[config.mk]
export PLATFORM = sky130hd
export DESIGN_NAME = round_robin_arbiter
export DESIGN_NICKNAME = d
export VERILOG_FILES = /design/src/rtl/round_robin_arbiter.sv
export SDC_FILE = /design/constraint.sdc
export NUM_CORES = 1
export LEC_CHECK = 0
export CAP_MARGIN = 10
export CORE_AREA = 2 2 39 41
export CTS_CLUSTER_SIZE = 24
export DETAILED_ROUTE_END_ITERATION = 12
export DIE_AREA = 0 0 41 43
export PLACE_DENSITY = 0.61
export SLEW_MARGIN = 20
export SYNTH_ARGS = -nofsm -noshare
export SYNTH_HDL_FRONTEND = slang
export SYNTH_SLANG_ARGS = --single-unit
export TNS_END_PERCENT = 1
[constraint.sdc]
create_clock -name clock -period 1.8 [get_ports clock]
set_clock_uncertainty 0.2 [all_clocks]
set_input_delay 0.36 -clock clock [delete_from_list [all_inputs] [get_ports clock]]
set_output_delay 0.36 -clock clock [all_outputs]
set_load 0.01 [all_outputs]
[src/rtl/round_robin_arbiter.sv]
// round_robin_arbiter: registered round-robin arbiter with a valid/ready grant handshake
// Ports:
//   clock       - rising-edge clock
//   resetn      - asynchronous active-low reset
//   requests    - request vector, bit i set when requester i wants service
//   grant       - registered one-hot grant, zero whenever grant_valid is low
//   grant_valid - grant holds a winner awaiting acceptance
//   grant_ready - downstream accepts the current grant this cycle
module round_robin_arbiter #(
    parameter int WIDTH         = 4,
    parameter int WIDTH_POINTER = (WIDTH > 1) ? $clog2(WIDTH) : 1
) (
    input  logic             clock,
    input  logic             resetn,
    input  logic [WIDTH-1:0] requests,
    output logic [WIDTH-1:0] grant,
    output logic             grant_valid,
    input  logic             grant_ready
);
    logic [WIDTH_POINTER-1:0] pointer_q, pointer_d, win_idx, idx;
    logic [WIDTH-1:0]         grant_q, grant_d;
    logic                     grant_valid_q, grant_valid_d, found, load;
    // Scan from the pointer upward with explicit modulo wrap; the first set bit wins.
    always_comb begin
        found   = 1'b0;
        win_idx = '0;
        idx     = '0;
        for (int k = 0; k < WIDTH; k++) begin
            idx = WIDTH_POINTER'((int'(pointer_q) + k) % WIDTH);
            if (!found && requests[idx]) begin
                found   = 1'b1;
                win_idx = idx;
            end
        end
    end
    // A pending grant is sticky: the register only reloads when empty or accepted.
    assign load          = !grant_valid_q || grant_ready;
    assign grant_valid_d = load ? found : grant_valid_q;
    assign grant_d       = load ? (found ? (WIDTH'(1) << win_idx) : '0) : grant_q;
    assign pointer_d     = (load && found)
                         ? ((win_idx == WIDTH_POINTER'(WIDTH - 1)) ? '0 : win_idx + WIDTH_POINTER'(1))
                         : pointer_q;
    always_ff @(posedge clock or negedge resetn) begin
        if (!resetn) begin
            pointer_q     <= '0;
            grant_q       <= '0;
            grant_valid_q <= 1'b0;
        end else begin
            pointer_q     <= pointer_d;
            grant_q       <= grant_d;
            grant_valid_q <= grant_valid_d;
        end
    end
    assign grant       = grant_q;
    assign grant_valid = grant_valid_q;
endmodule

Word level (Yosys, flattened, before mapping)

Cells that the tools add are included.

Output and inout bits: 5
Input bits: 7
Word-level logic and storage cells: 40
Flip-flop bits (word level): 7

Equal/unequal tests: 1
$add $sub $neg: 4
Mux-type cells: 18
$lt $le $gt $ge: 4
Reductions and logical operators: 9
Shift-type cells: 1

Operator list:

| operator                                                                     | number |
|---|---|
| 2-bit by 3-bit less-than comparator with 1-bit output, second input constant | 4 |
| 2-bit two-way mux                                                            | 5 |
| 1-bit binary-select mux with 2-bit select                                    | 4 |
| 1-bit two-way mux                                                            | 8 |
| 2-bit by 1-bit adder with 2-bit output, second input constant                | 2 |
| 2-bit adder, second input constant                                           | 2 |
| 1-bit logical AND                                                            | 4 |
| 1-bit zero test                                                              | 4 |
| 4-bit two-way mux                                                            | 1 |
| 1-bit by 2-bit << shifter with 4-bit output, first input constant            | 1 |
| 2-bit == test, second input constant                                         | 1 |
| 1-bit logical OR                                                             | 1 |

Logic depth before layout (Yosys ltp)

Word-level depth: 14
Mapped depth: 6
Gate-level depth less buffers: 5

Worst setup path before layout

No wires, ideal clock.

Path type: register -> register
Start: register pointer_q[1]
End: register pointer_q[1]
Setup slack: -0.016 ns
Clock period less this slack: 1.816 ns
Setup time: 0.125 ns
Stages on the path, launching flop included: 7
Arrival time: 1.491 ns
Cells stage by stage: dfrtp_1 -> clkbuf_2 -> mux2i_1 -> a21oi_1 -> and3_1 -> ha_1 -> mux2_4

Cells in the longest elaborated chain, start to end: 14

RTL lines:

| element                                                                         | line | source |
|---|---|---|
| start: declaration                                                              | 20   | `logic [WIDTH_POINTER-1:0] pointer_q, pointer_d, win_idx, idx;` |
| start signal: assignment                                                        | 49   | `pointer_q <= pointer_d;` |
| branches (longest 14 deep; another with 2-bit by 1-bit adder with 2-bit output) | -    |  |

Several ways; the timed one is not identified. The select of a mux whose other input is x is not followed.
A chain may end at the register's enable or synchronous reset.

Worst setup path after layout

Same ends and word-level chain as after synthesis.

==> run_results.csv <==
group,metric,value,unit
setup_path,crit_arrival,1710,ps
pwr,powerDensity,1130,nW/um^2
logic_synthesis,synth-edff-count,0,
clock_network,cts.htree.levels,1,
run,cap_viol_max_count,0,
cells_and_area,antenna-diode-count,0,
detailed_routing,via_count,388,
timing,rsz0062_at_grt,"true",
logic_synthesis,syn_inst,39,
placement,post-dp-hpwl,744,microns
global_route,grt_pass1_wl,1570,microns
timing,max-slew-margin-rel,79.4,%
outcome,status,"finished clean",
detailed_routing,ant_nets,0,
logic_synthesis,synth_compound_area_share,22.3,%
cells_and_area,fin_nets,77,
detailed_routing,drt-vias-per-instance,4.79,
setup_path,crit_fanout,5,
detailed_routing,first_iter_violations,1,
clock_network,clockRootBuffer,"clkbuf_4",
logic_synthesis,synth_top_area_share,40.6,%
setup_path,cp-start-kind,"flop",
logic_synthesis,synth_ff_type,"dfrtp_1",
timing,fmax,560,MHz
floorplan,start_util,31.2,%
clock_network,clock_sinks,7,
placement,dp_slack,-539,ps
detailed_routing,wl_met2,505,microns
detailed_routing,firstDrtPassIters,2,
setup_path,cp-end-kind,"flop",
logic_synthesis,ys_seq_area_share,40.6,%
detailed_routing,post-route-drc-count,0,
logic_synthesis,synth_fa_ha_area_share,11.6,%
placement,dp.cells,74,
detailed_routing,routed.top_layer,"met4",
floorplan,die_x,41,microns
pwr,leakage,0.000323,uW
clock_network,cts_tree,"yes",
clock_network,cts_buffers,3,
detailed_routing,routed_wl,937,microns
timing,tightest_slew,307,ps
detailed_routing,met1_length,375,microns
logic_synthesis,yosysMostFrequentCell,"dfrtp_1",
logic_synthesis,synthTopCellsByArea,"dfrtp_1, ha_1, a22o_1",
floorplan,rows,14,
floorplan,io_pins,12,
global_route,grt_antenna_before_repair,0,
logic_synthesis,synth_xor_xnor_area_share,0,%
min_path,hold_class,"in2async",
global_route,grt_overflow,0,
logic_synthesis,synth_common_cells,"dfrtp_1, a22o_1, ha_1",
floorplan,die_area,1760,sq um
logic_synthesis,synth-simple-area-share,16.8,%
cells_and_area,layout-drive-gt1-share,36.9,%
logic_synthesis,async_flop_share,100,%
cells_and_area,finalNonFillerCells,81,
timing,setup_violations,0,
global_route,grt_max_degree,8,
cells_and_area,area_delta_synth_final,67.2,%
placement,port_buffers,11,
timing,hold_viol,0,
logic_synthesis,synth_top_family_by_area,"compound AO/OA/AOI/OAI gates",
setup_path,rrSetupSlack,10,ps
placement,gp_congestion,0.748,
logic_synthesis,synth_area_per_cell,11.1,sq um
logic_synthesis,synthesis.nets,50,
clock_network,clk_pin_slew_worst_paths,50,ps
timing,fin_ws,14.8,ps
logic_synthesis,synth.area.mux_share,5.80,%
detailed_routing,wl_met3,38,microns
logic_synthesis,yosys.area.top_type,"dfrtp_1",
setup_path,critical_path_class,"reg2reg",
clock_network,ctsLongestPathBuffers,2,
clock_network,clkLatencyLatePin,240,ps
floorplan,fp.coreArea,1380,sq um
setup_path,required,1730,ps
floorplan,dieHeight,43,microns
global_route,grt_pass1_vias,368,
timing,period_share,99.2,%
logic_synthesis,yosys.cell_types.count,21,
logic_synthesis,syn_area,432,sq um
detailed_routing,wl_per_cell,11.6,microns
timing,drv_slew,0,
global_route,track_usage,13.7,%
logic_synthesis,ys_ff_latch,7,
logic_synthesis,yosysWarnings,0,
timing,period_needed,1790,ps
pwr,irDropWorstVdd,0.488,mV
cells_and_area,fin_util,52.2,%
-- area by class of cell --
cell class,count,area [sq um]
Timing Repair Buffer,23,211
Clock buffer,4,26.3
Multi-Input combinational cell,29,280
Sequential cell,7,176
Tap cell,16,20.0
Fill cell,139,662
Inverter,2,7.51
-- power by group --
| part | internal (uW) | switching (uW) | total (uW) |
|---|---|---|---|
| clock | 84.2 | 52.2 | 136 |
| sequential | 209 | 49.1 | 258 |
| combinational | 260 | 159 | 419 |
-- critical path: stages, from the launching register on --
cell and delay (ps):
dfrtp_2 460, mux2i_4 210, a21oi_2 160, and3_4 210
ha_4 190, mux2_4 250
-- flip-flops by register name, indices dropped and copies added, names as in the netlist --
register / count
grant: 4
grant_valid: 1
pointer_q: 2
-- per-layer routing --
layer	track usage, %	up-vias
met2	19.1	11
met1	17.6	179
li1	-	196
met3	1.57	2
met5	0	-
met4	12.0	0
-- layout by cell type, fill, tap and decap left out, drive strengths merged --
| cell | Yosys | routed |
|---|---|---|
| a21o | 1 | 1 |
| a21oi | 3 | 3 |
| a22o | 4 | 4 |
| a41oi | 1 | 1 |
| and2b | 1 | 1 |
| and3 | 1 | 1 |
| buf | 0 | 12 |
| clkbuf | 1 | 4 |
| clkdlybuf4s15 | 0 | 3 |
| clkdlybuf4s50 | 0 | 7 |
| dfrtp | 7 | 7 |
| dlygate4sd2 | 0 | 1 |
| ha | 4 | 4 |
| inv | 2 | 2 |
| mux2 | 1 | 1 |
| mux2i | 1 | 1 |
| nand2 | 2 | 2 |
| nand2b | 1 | 1 |
| nand3 | 2 | 2 |
| nor2 | 1 | 1 |
| nor4 | 1 | 1 |
| o21a | 2 | 2 |
| o22a | 1 | 1 |
| o22ai | 1 | 1 |
| or2b | 1 | 1 |
-- path summary, 6_finish.rpt --
check                             startpoint            to  cells past startpoint
worst max-delay path            pointer_q[1]  pointer_q[1]                      5
worst min-delay path                  resetn      grant[0]                      1
worst max register to register  pointer_q[1]  pointer_q[1]                      5
worst min register to register      grant[1]      grant[1]                      1
max in group asynchronous             resetn  pointer_q[1]                      1
min in group clock                  grant[1]      grant[1]                      1
-- cells by family (layout without fill, tap and decap cells) --
| family | after synthesis | count (layout) |
|---|---|---|
| and+or+nand+nor | 10 | 10 |
| AOI/OAI and AO/OA | 13 | 13 |
| buffers and inverters | 3 | 29 |
| adders and majority gates | 4 | 4 |
| DFF | 7 | 7 |
| muxes | 2 | 2 |
-- per-stage QoR --
| stage | cell area, sq um | total power, uW | hold WS [ps] | TNS, ps |
|---|---|---|---|---|
| global route | 722 | 887 | 181 | -137 |
| CTS | 671 | 755 | 173 | 0 |
| floorplan | 440 | 453 | -136 | 0 |
| global placement | 637 | 602 | 290 | -2360 |
| detailed placement | 637 | 612 | 296 | -2560 |
| finish | 722 | 813 | 172 | 0 |
-- repair_timing --
item | in CTS | in global routing
endpoints found under the setup margin | 5 | 2
hold buffers | 0 | 0
pin swaps | 4 | 4
resized for setup | 8 | 6
buffers inserted | 1 | 2
No activity file was read; power rests on OpenSTA's default activity.
